--- config.mk ---
export PLATFORM = sky130hd
export DESIGN_NAME = op_dispatch_controller
export DESIGN_NICKNAME = d
export VERILOG_FILES = /design/src/rtl/op_dispatch_controller.sv
export SDC_FILE = /design/constraint.sdc
export NUM_CORES = 1
export LEC_CHECK = 0
export CAP_MARGIN = 20
export CORE_MARGIN = 5
export CORE_UTILIZATION = 55
export DETAILED_ROUTE_END_ITERATION = 8
export DONT_BUFFER_PORTS = 1
export PLACE_DENSITY = 0.7
export RECOVER_POWER = 100
export SKIP_LAST_GASP = 1
export SLEW_MARGIN = 30
export SYNTH_ARGS = -nofsm -noshare
export SYNTH_HDL_FRONTEND = slang
export SYNTH_SLANG_ARGS = --single-unit
--- constraint.sdc ---
create_clock -name clk -period 4.61 [get_ports clk]
set_clock_uncertainty 0.1 [all_clocks]
set_input_delay 0.2305 -clock clk [delete_from_list [all_inputs] [get_ports clk]]
set_output_delay 0.2305 -clock clk [all_outputs]
set_load 0.01 [all_outputs]
--- src/rtl/op_dispatch_controller.sv ---
// Operation dispatch controller: collects operand ids/scalar for a confirmed matrix op and issues one calc_start.
// Optional watchdog in WAIT enabled by defining OP_DISPATCH_TIMEOUT_EN.
package matrix_op_selector_pkg;
    typedef enum logic [2:0] {
        OP_SINGLE = 3'd0,
        OP_DOUBLE = 3'd1,
        OP_SCALAR = 3'd2
    } op_mode_t;

    typedef enum logic [2:0] {
        CALC_ADD        = 3'd0,
        CALC_MUL        = 3'd1,
        CALC_TRANSPOSE  = 3'd2,
        CALC_SCALAR_MUL = 3'd3
    } calc_type_t;

    // True when the mode is known and the calc type is legal for it.
    function automatic logic cmd_ok(logic [2:0] mode, logic [2:0] ctype);
        case (mode)
            OP_SINGLE: return ctype == CALC_TRANSPOSE;
            OP_DOUBLE: return (ctype == CALC_ADD) || (ctype == CALC_MUL);
            OP_SCALAR: return ctype == CALC_SCALAR_MUL;
            default:   return 1'b0;
        endcase
    endfunction
endpackage

module op_dispatch_controller
    import matrix_op_selector_pkg::*;
#(
    parameter int TIMEOUT_CYCLES = 1000000,
    parameter int ID_W           = 3
) (
    input  logic            clk,
    input  logic            rst_n,
    input  logic            confirm,
    input  logic [2:0]      op_mode,
    input  logic [2:0]      calc_type,
    input  logic            operand_valid,
    input  logic [ID_W-1:0] operand_id,
    output logic            operand_ready,
    input  logic            scalar_valid,
    input  logic [31:0]     scalar_value,
    output logic            scalar_ready,
    output logic            calc_start,
    output logic [2:0]      calc_type_o,
    output logic [ID_W-1:0] op_a_id,
    output logic [ID_W-1:0] op_b_id,
    output logic [31:0]     scalar_o,
    input  logic            calc_done,
    input  logic            calc_err,
    output logic            busy,
    output logic            done,
    output logic            error
);

    typedef enum logic [2:0] {IDLE, GET_A, GET_B, GET_S, START, WAIT, FIN} state_t;

    state_t     state;
    logic [2:0] op_mode_q;

`ifdef OP_DISPATCH_TIMEOUT_EN
    logic [31:0] wd_cnt;
`else
    localparam int timeout_unused = TIMEOUT_CYCLES;
`endif

    // NOTE: all state and registered outputs use non-blocking assignments so every
    // read in this block sees the pre-edge value regardless of statement order.
    always_ff @(posedge clk or negedge rst_n) begin
        if (!rst_n) begin
            state         <= IDLE;
            op_mode_q     <= 3'd0;
            operand_ready <= 1'b0;
            scalar_ready  <= 1'b0;
            calc_start    <= 1'b0;
            calc_type_o   <= 3'd0;
            op_a_id       <= '0;
            op_b_id       <= '0;
            scalar_o      <= 32'd0;
            busy          <= 1'b0;
            done          <= 1'b0;
            error         <= 1'b0;
`ifdef OP_DISPATCH_TIMEOUT_EN
            wd_cnt        <= 32'd0;
`endif
        end else begin
            // NOTE: calc_start defaults low every cycle, so it is only ever a one-cycle pulse.
            calc_start <= 1'b0;
            case (state)
                IDLE: begin
                    if (confirm) begin
                        op_mode_q     <= op_mode;
                        calc_type_o   <= calc_type;
                        op_a_id       <= '0;
                        op_b_id       <= '0;
                        scalar_o      <= 32'd0;
                        done          <= 1'b0;
                        error         <= 1'b0;
                        busy          <= 1'b1;
                        // Illegal commands never offer operand_ready, so no stray handshake.
                        operand_ready <= cmd_ok(op_mode, calc_type);
                        state         <= GET_A;
                    end
                end
                GET_A: begin
                    if (!cmd_ok(op_mode_q, calc_type_o)) begin
                        operand_ready <= 1'b0;
                        error         <= 1'b1;
                        state         <= FIN;
                    end else if (operand_valid && operand_ready) begin
                        op_a_id <= operand_id;
                        case (op_mode_q)
                            OP_DOUBLE: state <= GET_B;
                            OP_SCALAR: begin
                                operand_ready <= 1'b0;
                                scalar_ready  <= 1'b1;
                                state         <= GET_S;
                            end
                            default: begin
                                operand_ready <= 1'b0;
                                calc_start    <= 1'b1;
                                state         <= START;
                            end
                        endcase
                    end
                end
                GET_B: begin
                    if (operand_valid && operand_ready) begin
                        op_b_id       <= operand_id;
                        operand_ready <= 1'b0;
                        calc_start    <= 1'b1;
                        state         <= START;
                    end
                end
                GET_S: begin
                    if (scalar_valid && scalar_ready) begin
                        scalar_o     <= scalar_value;
                        scalar_ready <= 1'b0;
                        calc_start   <= 1'b1;
                        state        <= START;
                    end
                end
                START: begin
                    // calc_done during this cycle is deliberately not looked at.
                    state <= WAIT;
`ifdef OP_DISPATCH_TIMEOUT_EN
                    wd_cnt <= 32'd0;
`endif
                end
                WAIT: begin
                    if (calc_done) begin
                        done  <= !calc_err;
                        error <= calc_err;
                        state <= FIN;
`ifdef OP_DISPATCH_TIMEOUT_EN
                    end else if (wd_cnt == 32'(TIMEOUT_CYCLES - 1)) begin
                        done  <= 1'b0;
                        error <= 1'b1;
                        state <= FIN;
                    end else begin
                        wd_cnt <= wd_cnt + 32'd1;
`endif
                    end
                end
                FIN: begin
                    busy  <= 1'b0;
                    state <= IDLE;
                end
                default: state <= IDLE;
            endcase
        end
    end

endmodule

# After elaboration in Yosys (flattened, before gate mapping)
# Index checks and enable logic that the tools add are counted.
# word_totals
word_cells,111
out_inout_bits,47
inputBits,48
register_bits,53
# op_classes
n_reduce_logical,29
eq_ne,26
n_mux,44
# op_table
operator,count
$mux W32,2
$pmux W32 S2,1
$mux W3,9
$eq A3 B2 Y1 const B,8
$mux W1,20
$pmux W3 S2,3
$pmux W3 S6,1
$ne A2 B2 Y1 const B,8
$eq A3 B1 Y1 const B,5
$logic_not A3 Y1,5
$pmux W1 S3,5
$reduce_and A5 Y1,3
$reduce_bool A2 Y1,6
$eq A3 B3 Y1 const B,3
$reduce_and A3 Y1,3
$reduce_and A4 Y1,2
$ne A3 B3 Y1 const B,2
$pmux W1 S2,3
$reduce_bool A3 Y1,2
$reduce_and A2 Y1,2
$logic_and A1 B1 Y1,2
$logic_or A1 B1 Y1,2
$reduce_or A2 Y1,1
$logic_not A1 Y1,1

# Depth between registers and ports, before layout
# logic_depth
depth_word,6
ltp_mapped,7
depth_no_buf,4

# Least setup slack after synthesis
# Ideal clock, no wire load.
# synth_timing
path_type,reg-to-reg
from,register state[1]
to,register state[0]
required_time_ns,4.385
slack_ns,2.848
path_buffers,1
stages_incl_launch_ff,6
setup_time_ns,0.125
arrival_time_ns,1.537
synth_period_minus_slack_ns,1.762
cell_sequence,dfrtp_1 buf_2 nor3b_2 nand2_1 o211ai_2 mux2_2
# synth_via
elab_chain_cells,3
word_cells_on_any_way,13
cone_classes,10 x eq/ne; 1 x mux; 2 x reduce/logical
# synth_rtl
item,line,source
from (decl),59,state_t state;
from (signal assigned),72,state <= IDLE;
from (signal assigned),103,state <= GET_A;
from (signal assigned),110,state <= FIN;
$eq A3 B1 Y1 (tied with other cells),90,case (state)
$ne A3 B3 Y1 (no source line) / $ne A2 B2 Y1 (equally long branches),-,
$reduce_and A5 Y1 (no source line),-,
# Several ways; a longest one is shown, not always the timed one.
# A chain may end at the register's enable or synchronous reset.

# Final worst setup path
# layout_timing
from,register state[2]
to,register scalar_o[11]
# layout_via
elab_chain_cells,3
word_cells_on_any_way,7
cone_classes,3 x eq/ne; 1 x mux; 3 x reduce/logical
# layout_rtl
item,line,source
$eq A3 B2 Y1 / $logic_not A3 Y1 (equally long branches),90,
$ne A2 B2 Y1 (no source line) / $reduce_bool A2 Y1 (equally long branches),-,
$reduce_and A3 Y1 (no source line),-,
to (signal assigned),138,scalar_o <= scalar_value;
to (decl),49,"output logic [31:0] scalar_o,"
# Several ways; a longest one is shown, not always the timed one.

==> reports/metrics.yaml <==
setup_path:
  cp-start-kind: "flop"
  critPathRequiredTime_ns: 4.72
  reg2reg_depth: 6
  rrSetupSlack_ns: 1.66
  worstReg2RegEnd: "scalar_o[11]$_DFFE_PN0P_"
  critPathMaxFanout: 29
  worstPathArrival_ns: 3.06
  crit_type: "flop to flop"
  timing.rr.start: "state[2]$_DFFE_PN0P_"
  cp-end-kind: "flop"
route:
  viasPerCell: 5.58
  drtIter0Drc: 94
  wl_per_cell_um: 17.2
  drt_first_pass_iters: 4
  ant_nets: 0
  drc: 0
  detailroute.via_count: 1920
  wirelength_mm: 5.93
sta:
  fin_crit_sh: 0.640
  rsz0062_at_grt: "false"
  finalSetupViolations: 0
  finalHoldViolCount: 0
  fin_crit_ns: 2.95
  fmax_mhz: 339
  setup-tns-final_ns: 0
  slew_violations: 22
  slew_headroom: -0.146
  setup_ws_ns: 1.66
  worstMarginPinSlew_ns: 1.71
  hold_slack_ns: 0.0187
clocking:
  clock_latency_ns: 0.30
  htree_levels: 2
  clkSlewWorstSetupHoldPaths_ns: 0.09
  cts_setup_buffers: 0
  cts_buffers: 5
  ctsResizeCount: 0
  cts.sinks: 53
  tritoncts: "done"
  cts_hold_buf: 44
  cts-root-buf: "clkbuf_8"
  cts_max_path_buffers: 2
final_layout:
  syn_to_final_growth_pct: 21.5
  antennaDiodeCount: 0
  nets: 340
  fillers: 333
  drive_gt1_frac: 0.0822
synthesis:
  ys_async_sr_fraction: 1.00
  ys_seq_area_frac: 0.536
  synth-edff-count: 0
  avgSynthCellArea_sq_um: 9.73
  synth_ff_type: "dfrtp_1"
  synth-seq-cells: 53
  yosysWarnings: 0
  synth_cells: 254
  synth_nets: 302
  synthDistinctLibCells: 42
  syn-cell-area_sq_um: 2470
place:
  dpl.hpwl_mm: 3.72
  pre_cts_slack_ns: 2.11
  gp_congestion: 0.754
  io_buffers: 0
power_and_ir_drop:
  powerDensity_nw_per_um2: 496
  peakVddDrop_v: 0.000302
  p_leak_nw: 1.24
  p_total_mw: 1.49
grt:
  grt_usage: 0.205
  grt_pass1_wl_mm: 9.80
  antenna_found_initial: 0
  grt_max_degree: 54
  grt_pass1_vias: 1878
  grt_overflow: 0
status:
  outcome: "finished with violations"
  failed_checks: "capacitance limit, slew limit"
flow_run:
  cap_violations: 1
floorplanning:
  die-area_sq_um: 5940
  io_pins: 95
  die_w_um: 77.0
  chipHeight_um: 77.0
  rows: 24
  start_util: 0.568
  coreArea_sq_um: 4350
min_path:
  hold_path_class: "input pin to flop"
  hold_path_end: "done$_DFFE_PN0P_"
  hold_start: "calc_done"
  hold_path_depth: 2
[routing by layer]
layer / wire (um) / global-route usage / part of all wire / up-vias
li1: - / - / - / 943
met1: 2330 / 0.250 / 0.39 / 908
met2: 3120 / 0.352 / 0.53 / 64
met3: 411 / 0.0632 / 0.069 / 5
met4: 65 / 0.0515 / 0.011 / 0
met5: 0 / 0 / 0 / -
[layout make-up]
class | count | area, sq um | area share
clock buffers | 7 | 86.3 | 0.0287
inverters | 3 | 11.3 | 0.00375
multi-input cells | 181 | 1010 | 0.337
flip-flops and latches | 53 | 1330 | 0.441
well taps | 52 | 65.1 | 0.0217
repair buffers | 48 | 504 | 0.168
[how the worst max path moves through the flow]
| stage | from | end | slack (ns) | depth (start not counted) |
|---|---|---|---|---|
| detailed placement | state[2]$_DFFE_PN0P_ | scalar_o[11]$_DFFE_PN0P_ | 2.11 | 4 |
| floorplan | state[1]$_DFFE_PN0P_ | state[0]$_DFFE_PN0P_ | 2.85 | 5 |
| finish | state[2]$_DFFE_PN0P_ | scalar_o[11]$_DFFE_PN0P_ | 1.66 | 6 |
| CTS | state[2]$_DFFE_PN0P_ | scalar_o[11]$_DFFE_PN0P_ | 2.09 | 4 |
| global placement | state[2]$_DFFE_PN0P_ | scalar_o[11]$_DFFE_PN0P_ | 2.19 | 4 |
| global route | state[2]$_DFFE_PN0P_ | scalar_o[11]$_DFFE_PN0P_ | 1.45 | 6 |
[cell families after synthesis]
family                 Yosys count  synth area share
AO/OA/AOI/OAI                   63             0.170
XOR/XNOR                         4            0.0142
buffers and inverters           20            0.0420
flip-flops                      53             0.536
multiplexers                     9            0.0410
AND/OR/NAND/NOR                105             0.197
[per-stage QoR]
step / utilization / std cells / area, sq um
floorplan: - / 254 / 2470
CTS: 0.692 / 343 / 3010
global route: 0.690 / 344 / 3000
global placement: 0.567 / 292 / 2470
finish: 0.690 / 344 / 3000
detailed placement: 0.567 / 292 / 2470
[cells in the mapped netlist (3+ instances only)]
cell | count | area share
clkbuf_1 | 5 | 0.0076
xnor2_1 | 3 | 0.011
buf_2 | 8 | 0.016
a22o_1 | 3 | 0.011
nand3_1 | 7 | 0.014
inv_1 | 3 | 0.0046
o211ai_1 | 4 | 0.012
nand2_1 | 75 | 0.11
dfrtp_1 | 53 | 0.54
nor2_1 | 5 | 0.0076
a21o_1 | 3 | 0.0091
buf_4 | 3 | 0.0091
o21ai_0 | 34 | 0.069
mux2_2 | 9 | 0.041
[placed cells by master, fill, tap and decap left out, types with 5 or more instances in the layout]
| cell | instances |
|---|---|
| nand2_1 | 75 |
| o211ai_1 | 5 |
| mux2_2 | 9 |
| nand3_1 | 7 |
| nor2_1 | 5 |
| o21ai_0 | 35 |
| dfrtp_1 | 53 |
| dlygate4sd3_1 | 43 |
| clkbuf_8 | 6 |
[flip-flops by register name (all words and copies together), names as in the netlist]
name	count
scalar_o	32
calc_type_o	3
op_a_id	3
op_b_id	3
op_mode_q	3
state	3
busy	1
calc_start	1
done	1
error	1
operand_ready	1
scalar_ready	1
[worst max-delay path: stages (launching register included)]
cell     delay [ns]
dfrtp_1        0.66
and3b_1        0.26
a31oi_1        1.23
buf_16         0.25
buf_4          0.20
nand2_1        0.07
o21ai_0        0.09
[power by group]
group          total, mW  internal [mW]  switching [mW]
Clock              0.254          0.119           0.134
Combinational      0.447          0.217           0.230
Sequential         0.788          0.586           0.202
Total               1.49          0.922           0.567
No activity file was read; power rests on OpenSTA's default activity.
